`src/rtl/coo_to_adj_stream.sv`:
```
// coo_to_adj_stream: COO edge stream -> registered NxN adjacency + row degrees.
// Ports: start/num_edges (graph start), edge_* (valid/ready edge stream),
//   adj_mat/deg/edge_count (results), busy/done/err_range (status).
module coo_to_adj_stream #(
   parameter int NUM_NODES  = 6,
   parameter int NODE_W     = 3,
   parameter int MAX_EDGES  = 16,
   parameter int EDGE_CNT_W = 5,
   parameter int DEG_W      = 3,
   parameter int ONE_BASED  = 1,
   parameter int SYMMETRIC  = 1,
   parameter int SELF_LOOPS = 0
) (
   input  logic                           clk,
   input  logic                           rst_n,
   input  logic                           start,
   input  logic [EDGE_CNT_W-1:0]          num_edges,
   input  logic                           edge_valid,
   output logic                           edge_ready,
   input  logic [NODE_W-1:0]              edge_src,
   input  logic [NODE_W-1:0]              edge_dst,
   output logic [NUM_NODES*NUM_NODES-1:0] adj_mat,
   output logic [NUM_NODES*DEG_W-1:0]     deg,
   output logic [EDGE_CNT_W-1:0]          edge_count,
   output logic                           busy,
   output logic                           done,
   output logic                           err_range
);

   localparam int N = NUM_NODES;
   localparam logic [EDGE_CNT_W-1:0] MAX_E = EDGE_CNT_W'(MAX_EDGES);

   typedef enum logic [1:0] {
      S_IDLE,
      S_CLEAR,
      S_LOAD,
      S_DONE
   } state_t;

   state_t state_q, state_d;

   logic [EDGE_CNT_W-1:0] lim_q, lim_d;
   logic                  clamp_q, clamp_d;
   logic [N*N-1:0]        adj_q, adj_d;
   logic [N*DEG_W-1:0]    deg_q, deg_d;
   logic [EDGE_CNT_W-1:0] cnt_q, cnt_d;
   logic                  busy_q, busy_d;
   logic                  done_q, done_d;
   logic                  err_q, err_d;

   int         si, sj;
   logic       pair_ok;
   logic [N-1:0] row_new;

   // Converted indices; a raw 0 under one-based indexing becomes -1.
   always_comb begin
      si = int'(edge_src) - ONE_BASED;
      sj = int'(edge_dst) - ONE_BASED;
      pair_ok = (si >= 0) && (si < N) && (sj >= 0) && (sj < N);
   end

   always_comb begin
      state_d = state_q;
      lim_d   = lim_q;
      clamp_d = clamp_q;
      adj_d   = adj_q;
      deg_d   = deg_q;
      cnt_d   = cnt_q;
      err_d   = err_q;
      row_new = '0;

      unique case (state_q)
         S_IDLE: begin
            if (start) begin
               clamp_d = (num_edges > MAX_E);
               lim_d   = (num_edges > MAX_E) ? MAX_E : num_edges;
               state_d = S_CLEAR;
            end
         end
         S_CLEAR: begin
            adj_d = '0;
            deg_d = '0;
            cnt_d = '0;
            err_d = clamp_q;
            if (SELF_LOOPS != 0) begin
               for (int r = 0; r < N; r++) begin
                  adj_d[r*N+r] = 1'b1;
                  deg_d[r*DEG_W +: DEG_W] = DEG_W'(1);
               end
            end
            state_d = (lim_q == '0) ? S_DONE : S_LOAD;
         end
         S_LOAD: begin
            if (edge_valid) begin
               cnt_d = cnt_q + EDGE_CNT_W'(1);
               if (!pair_ok) begin
                  err_d = 1'b1;
               end else begin
                  for (int r = 0; r < N; r++) begin
                     for (int c = 0; c < N; c++) begin
                        if ((r == si && c == sj) ||
                            (SYMMETRIC != 0 && r == sj && c == si))
                           adj_d[r*N+c] = 1'b1;
                     end
                  end
                  // At most one bit per row can newly rise per edge.
                  for (int r = 0; r < N; r++) begin
                     row_new = adj_d[r*N +: N] & ~adj_q[r*N +: N];
                     deg_d[r*DEG_W +: DEG_W] =
                        deg_q[r*DEG_W +: DEG_W] + DEG_W'(|row_new);
                  end
               end
               if (cnt_d == lim_q)
                  state_d = S_DONE;
            end
         end
         S_DONE: begin
            state_d = S_IDLE;
         end
         default: begin
            state_d = S_IDLE;
         end
      endcase

      busy_d = (state_d == S_CLEAR) || (state_d == S_LOAD);
      done_d = (state_d == S_DONE);
   end

   always_ff @(posedge clk or negedge rst_n) begin
      if (!rst_n) begin
         state_q <= S_IDLE;
         lim_q   <= '0;
         clamp_q <= 1'b0;
         adj_q   <= '0;
         deg_q   <= '0;
         cnt_q   <= '0;
         busy_q  <= 1'b0;
         done_q  <= 1'b0;
         err_q   <= 1'b0;
      end else begin
         state_q <= state_d;
         lim_q   <= lim_d;
         clamp_q <= clamp_d;
         adj_q   <= adj_d;
         deg_q   <= deg_d;
         cnt_q   <= cnt_d;
         busy_q  <= busy_d;
         done_q  <= done_d;
         err_q   <= err_d;
      end
   end

   assign edge_ready = (state_q == S_LOAD);
   assign adj_mat    = adj_q;
   assign deg        = deg_q;
   assign edge_count = cnt_q;
   assign busy       = busy_q;
   assign done       = done_q;
   assign err_range  = err_q;

endmodule

```
`config.mk`:
```
export PLATFORM = sky130hd
export DESIGN_NAME = coo_to_adj_stream
export DESIGN_NICKNAME = d
export VERILOG_FILES = /design/src/rtl/coo_to_adj_stream.sv
export SDC_FILE = /design/constraint.sdc
export NUM_CORES = 1
export LEC_CHECK = 0
export ABC_AREA = 1
export CORE_MARGIN = 2
export CORE_UTILIZATION = 25
export DETAILED_ROUTE_END_ITERATION = 10
export PLACE_DENSITY = 0.4
export SYNTH_ARGS = -nofsm -noshare
export SYNTH_HDL_FRONTEND = slang
export SYNTH_SLANG_ARGS = --single-unit
```
`constraint.sdc`:
```
create_clock -name clk -period 2.5 [get_ports clk]
set_clock_uncertainty 0.15 [all_clocks]
set_input_delay 0.375 -clock clk [delete_from_list [all_inputs] [get_ports clk]]
set_output_delay 0.375 -clock clk [all_outputs]
set_load 0.005 [all_outputs]
```
# Yosys cells after proc, flatten, opt, wreduce, memory -nomap -nowiden
# Cells that the tools add are included.
# W data, S select, Z words.
classes:
  reduce_logical: 70
  n_mux: 161
  n_bitwise: 12
  addsub: 9
  magnitude_cmp: 5
  eq_ne: 20
op_table:
  columns: ["operator", "n"]
  rows:
  - ["$mux W1", 147]
  - ["$mux W36", 2]
  - ["$pmux W36 S2", 1]
  - ["$logic_not A32 Y1", 2]
  - ["$logic_and A1 B1 Y1", 39]
  - ["$and A6 B6 Y6", 6]
  - ["$mux W18", 2]
  - ["$not A6 Y6", 6]
  - ["$pmux W18 S2", 1]
  - ["$reduce_or A6 Y1", 6]
  - ["$add A3 B1 Y3", 6]
  - ["$eq A3 B4 Y1 const A", 4]
  - ["$eq A4 B4 Y1 const A", 4]
  - ["$logic_or A1 B1 Y1", 16]
  - ["$mux W5", 2]
  - ["$pmux W5 S2", 1]
  - ["$eq A2 B2 Y1 const B", 4]
  - ["$eq A2 B4 Y1 const A", 2]
  - ["$ge A4 B1 Y1 const B", 2]
  - ["$lt A4 B4 Y1 const B", 2]
  - ["$pmux W2 S4", 1]
  - ["$sub A3 B1 Y4 const B", 2]
  - ["$mux W2", 3]
  - ["$reduce_and A3 Y1", 2]
  - ["11 further kinds", 14]
totals:
  input_bits: 15
  register_bits: 70
  out_inout_bits: 63

# Depth between registers and ports, before layout
logic_depth:
  depth_word: 14
  depth_mapped: 18
  mapped_depth_nobuf: 18

# Least setup slack after synthesis
# Ideal clock, no wire load.
synth_timing:
  path_kind: "input to register"
  start: "input port edge_src[0]"
  end: "register deg_q[11], in the netlist deg[11]"
  arrival_ns: 2.160
  path_slack_ns: 0.107
  path_buffers: 0
  t_required_ns: 2.267
  stages: 18
  setup_time_ns: 0.083
  path_cell_list: "inv_1 ha_1 inv_1 nand2_1 nand2_1 nand2_1 nor2_1 nand2_1 nand2_1 nand2_1 nand2_1 nor2_1 nand2_1 ha_1 ha_1 xor2_1 nand2_1 o21ai_0"
synth_via:
  elab_chain_cells: 14
  elab_cells_between_ends: 60
  classes_between: "2 x add/sub; 2 x order compare; 6 x eq/ne; 27 x mux; 1 x bitwise; 22 x reduce/logical"
synth_lines:
  columns: ["item", "line_no", "rtl"]
  rows:
  - ["start, declared", "20", "input logic [NODE_W-1:0] edge_src,"]
  - ["$sub A3 B1 Y4 *", "57", "si = int'(edge_src) - ONE_BASED;"]
  - ["$logic_not A32 Y1 (tied with other cells)", "102", "(SYMMETRIC != 0 && r == sj && c == si))"]
  - ["$logic_and A1 B1 Y1 (on tied branches)", "102, 101", null]
  - ["$logic_or A1 B1 Y1", "101", "if ((r == si && c == sj) ||"]
  - ["$mux W1", "101", null]
  - ["$mux W1", "96", "if (!pair_ok) begin"]
  - ["$mux W1", "94", "if (edge_valid) begin"]
  - ["$mux W1", "72", "unique case (state_q)"]
  - ["$and A6 B6 Y6", "108", "row_new = adj_d[r*N +: N] & ~adj_q[r*N +: N];"]
  - ["$reduce_or A6 Y1", "110", "deg_q[r*DEG_W +: DEG_W] + DEG_W'(|row_new);"]
  - ["$add A3 B1 Y3", "110", null]
  - ["$mux W18", "96", null]
  - ["$mux W18", "94", null]
  - ["$pmux W18 S2", "72", null]
  - ["end signal, assigned", "145", "deg_q <= deg_d;"]
  - ["end, declared", "45", "logic [N*DEG_W-1:0] deg_q, deg_d;"]
# Mark *: on every way between the ends. The rest lies on a longest branch, timed or not. The select of a mux whose other input is x is not followed.
# A chain may end at the register's enable or synchronous reset.

# Worst setup path in the final report
layout_timing:
  start: "input port edge_dst[2]"
  end: "register deg_q[2], in the netlist deg[2]"
layout_via:
  elab_chain_cells: 14
  elab_cells_between_ends: 59
  classes_between: "2 x add/sub; 2 x order compare; 6 x eq/ne; 27 x mux; 1 x bitwise; 21 x reduce/logical"
layout_lines:
  columns: ["item", "line_no", "rtl"]
  rows:
  - ["start, declared", "21", "input logic [NODE_W-1:0] edge_dst,"]
  - ["$sub A3 B1 Y4 *", "58", "sj = int'(edge_dst) - ONE_BASED;"]
  - ["$logic_not A32 Y1 (tied with other cells)", "101, 102", null]
  - ["$logic_and A1 B1 Y1 (on tied branches)", "102, 101", null]
  - ["$logic_or A1 B1 Y1", "101", null]
  - ["$mux W1", "101", null]
  - ["$mux W1", "96", null]
  - ["$mux W1", "94", null]
  - ["$mux W1", "72", null]
  - ["$and A6 B6 Y6", "108", null]
  - ["$reduce_or A6 Y1", "110", null]
  - ["$add A3 B1 Y3", "110", null]
  - ["$mux W18", "96", null]
  - ["$mux W18", "94", null]
  - ["$pmux W18 S2", "72", null]
# Marked as above.

==> impl_results.md <==
* FP Rows at 47
* Clk_lat worst skew at 0.33 ns
* Tcrit/Tclk final at 0.921
* Vias in the first global route at 4237
* Placed Area at 0.00570 mm²
* # setup viols final at 0
* WS Path Type: in2reg
* Die footprint at 0.0181 mm²
* Min Tclk post-route at 2.30 ns
* H-tree levels at 3
* Worst-path clk slew at 0.06 ns
* Synth Warn # at 0
* Initial antenna violation count at 0
* CTS tree: yes
* Ratio of cells with drive above 1 in the final layout at 0.254
* Post-synth cell types at 26
* Yosys reg bits at 70
* Seq/Total Area, Yosys at 0.411
* F_max at 434 MHz
* Max-Cap Viols at 0
* Num CTS Buffers at 9
* Slew HR at 0.669
* Final std cell area, no fill at 0.00635 mm²
* Startpoint types: input pin
* Max Slew Vio Count at 0
* Worst slew pin tran at 0.496 ns
* DRC violations left at 0
* Largest net degree at the start of global routing at 71
* I/O Buffers at 77
* Area grow syn2layout at 49.0%
* Pleak at 3.09 nW
* Max IR drop VDD at 0.446 mV
* CTS Buffer Depth at 2
* Initial Utilization at 0.256
* Via density at 4.35
* Hold Vio Cnt, Final at 0
* Power Dens Cells at 796 mW/mm²
* Die height at 135 µm
* CP max FO at 5
* Ports at 78
* DP HPWL at 9.27 mm
* Drt first pass iters at 4
* Final ANT Viol Nets at 0
* Die width at 135 µm
* Clk sinks at 70
* Crit end category: register
* Outcome: finished, final reports clean
* Per-cell routed wire length at 13.4 µm
* WHS at 0.340 ns
* CP required at 2.61 ns
* Via Count at 4159
* Core ar. at 0.0166 mm²
* Final net count at 768
* Cells after synthesis at 590
* Routed WL at 12.8 mm
* Gpl congestion at 0.802
* Post-Syn Area at 0.00426 mm²
* # diodes at 0
* Clk root buf: clkbuf_16
* DRT iter0 DRCs at 141
* Grt ovf at 0
* First-pass GRT wire length at 21.3 mm
* Mean Syn Cell Area at 7.23 µm²
* Critical path data arrival time at 2.41 ns
* Syn_nets at 628
* GRT Overall Usage at 0.151
* Min-delay worst type: reg2reg
## placed cells by master (no fill, tap or decap), types with 2 or more instances in the layout
master           synthesis  final
nand3_2                  2      3
buf_12                   0      3
ha_4                     0      5
nand4_1                  2      2
clkbuf_16                0      9
nor2_1                  43     28
clkinvlp_4               0      2
ha_1                    23      8
o21ai_2                  4      4
dfrtp_1                 70     70
nand3b_1                13     13
clkdlybuf4s50_1          0     70
buf_6                    5      4
clkbuf_2                 1      4
xor2_1                  11     11
nor2_4                   2      7
o22ai_1                  5      5
a21oi_1                  7      5
inv_1                   58     48
nand2_1                229    189
nand2_4                  0      6
buf_4                    0     60
o21ai_0                 15     12
ha_2                     0     10
nand3_1                 48     46
nor2_2                   2     12
nand2_2                  2     36
o21ai_1                 31     34
inv_2                    4     14
a21oi_2                  0      2
## final cells by class
type,instances,area (µm²)
well taps,220,275
repair buffers,145,1310
multi-input cells,442,2480
clock buffers,11,243
fillers,1728,10300
inverters,62,233
clock inverters,5,58.8
flip-flops and latches,70,1750
## critical path, stage by stage
cell and delay (ns):
clkdlybuf4s15_1 0.27, inv_2 0.10, nand3_2 0.15, nand2_4 0.16, nor2_4 0.04, buf_6 0.13
nand2_2 0.07, nand2_2 0.06, nand2_1 0.07, nand2_2 0.07, nor2_2 0.12, nand2_2 0.10
ha_4 0.19, ha_4 0.15, xor2_1 0.12, nand2_1 0.08, o21ai_2 0.16
## routing by layer
metal  wire, µm  track usage  part of all wire  up-vias
li1           -            -                 -     2155
met1       6330        0.201              0.50     1923
met2       5890        0.249              0.46       73
met3        404       0.0259             0.032        8
met4        124       0.0456            0.0097        0
met5          0            0                 0        -
## flip-flops by register name, indices dropped and copies added, names as in the netlist
| name | cells |
|---|---|
| busy | 1 |
| done | 1 |
| lim_q | 5 |
| err_range | 1 |
| deg | 18 |
| edge_count | 5 |
| state_q | 2 |
| clamp_q | 1 |
| adj_mat | 36 |
## cells in the mapped netlist
master / number / area share
a21oi_1: 7 / 0.0082
buf_2: 5 / 0.0059
buf_6: 5 / 0.013
clkbuf_1: 5 / 0.0044
clkbuf_2: 1 / 0.0012
dfrtp_1: 70 / 0.41
ha_1: 23 / 0.068
inv_1: 58 / 0.051
inv_2: 4 / 0.0035
nand2_1: 229 / 0.20
nand2_2: 2 / 0.0029
nand3_1: 48 / 0.056
nand3_2: 2 / 0.0047
nand3b_1: 13 / 0.023
nand4_1: 2 / 0.0029
nor2_1: 43 / 0.038
nor2_2: 2 / 0.0029
nor2_4: 2 / 0.0053
nor2b_1: 1 / 0.0015
nor3_1: 1 / 0.0012
o21a_1: 1 / 0.0018
o21ai_0: 15 / 0.018
o21ai_1: 31 / 0.036
o21ai_2: 4 / 0.0082
o22ai_1: 5 / 0.0073
xor2_1: 11 / 0.023
## metrics by stage
| stage | TNS (ns) | setup slack [ns] | total power, mW | instances | utilization |
|---|---|---|---|---|---|
| 6_report | 0 | 0.198 | 5.06 | 955 | 0.382 |
| 3_5_place_dp | -11.03 | -0.680 | 3.74 | 933 | 0.343 |
| 4_1_cts | 0 | 0.0419 | 5.11 | 952 | 0.372 |
| 3_3_place_gp | -10.33 | -0.661 | 3.73 | 933 | 0.343 |
| 5_1_grt | -0.00502 | -0.00502 | 5.46 | 955 | 0.382 |
| 2_1_floorplan | 0 | 0.107 | 2.80 | 590 | - |
## worst paths after layout
kind | slack, ns | depth (start not counted) | to | from
hold reg to reg | 0.34 | 1 | clamp_q | clamp_q
setup / recovery | 0.20 | 17 | deg[2] | edge_dst[2]
min in group asynchronous | 0.46 | 3 | adj_mat[0] | rst_n
setup reg to reg | 0.56 | 8 | busy | edge_count[0]
max in group asynchronous | 1.43 | 3 | deg[10] | rst_n
hold / removal | 0.34 | 1 | clamp_q | clamp_q
## cells by family after synthesis
kind of cell | count (synthesis) | share of synthesized area
flops | 70 | 0.411
simple gates | 345 | 0.340
buf+inv | 78 | 0.0792
compound gates | 63 | 0.0795
xor+xnor | 11 | 0.0226
fa+ha+maj | 23 | 0.0675
## report_power, final
group / internal, mW / switching [mW] / total, mW
sequential: 1.41 / 0.259 / 1.67
clock: 0.800 / 0.503 / 1.30
combinational: 0.913 / 1.17 / 2.08
## timing repair
action	in CTS	in global routing
hold buffers	1	0
endpoints found under the hold margin	70	0
gates resized for setup	64	59
pin swaps	19	31
setup buffers	3	4
endpoints found under the setup margin	17	12
No activity file was read; power rests on OpenSTA's default activity.
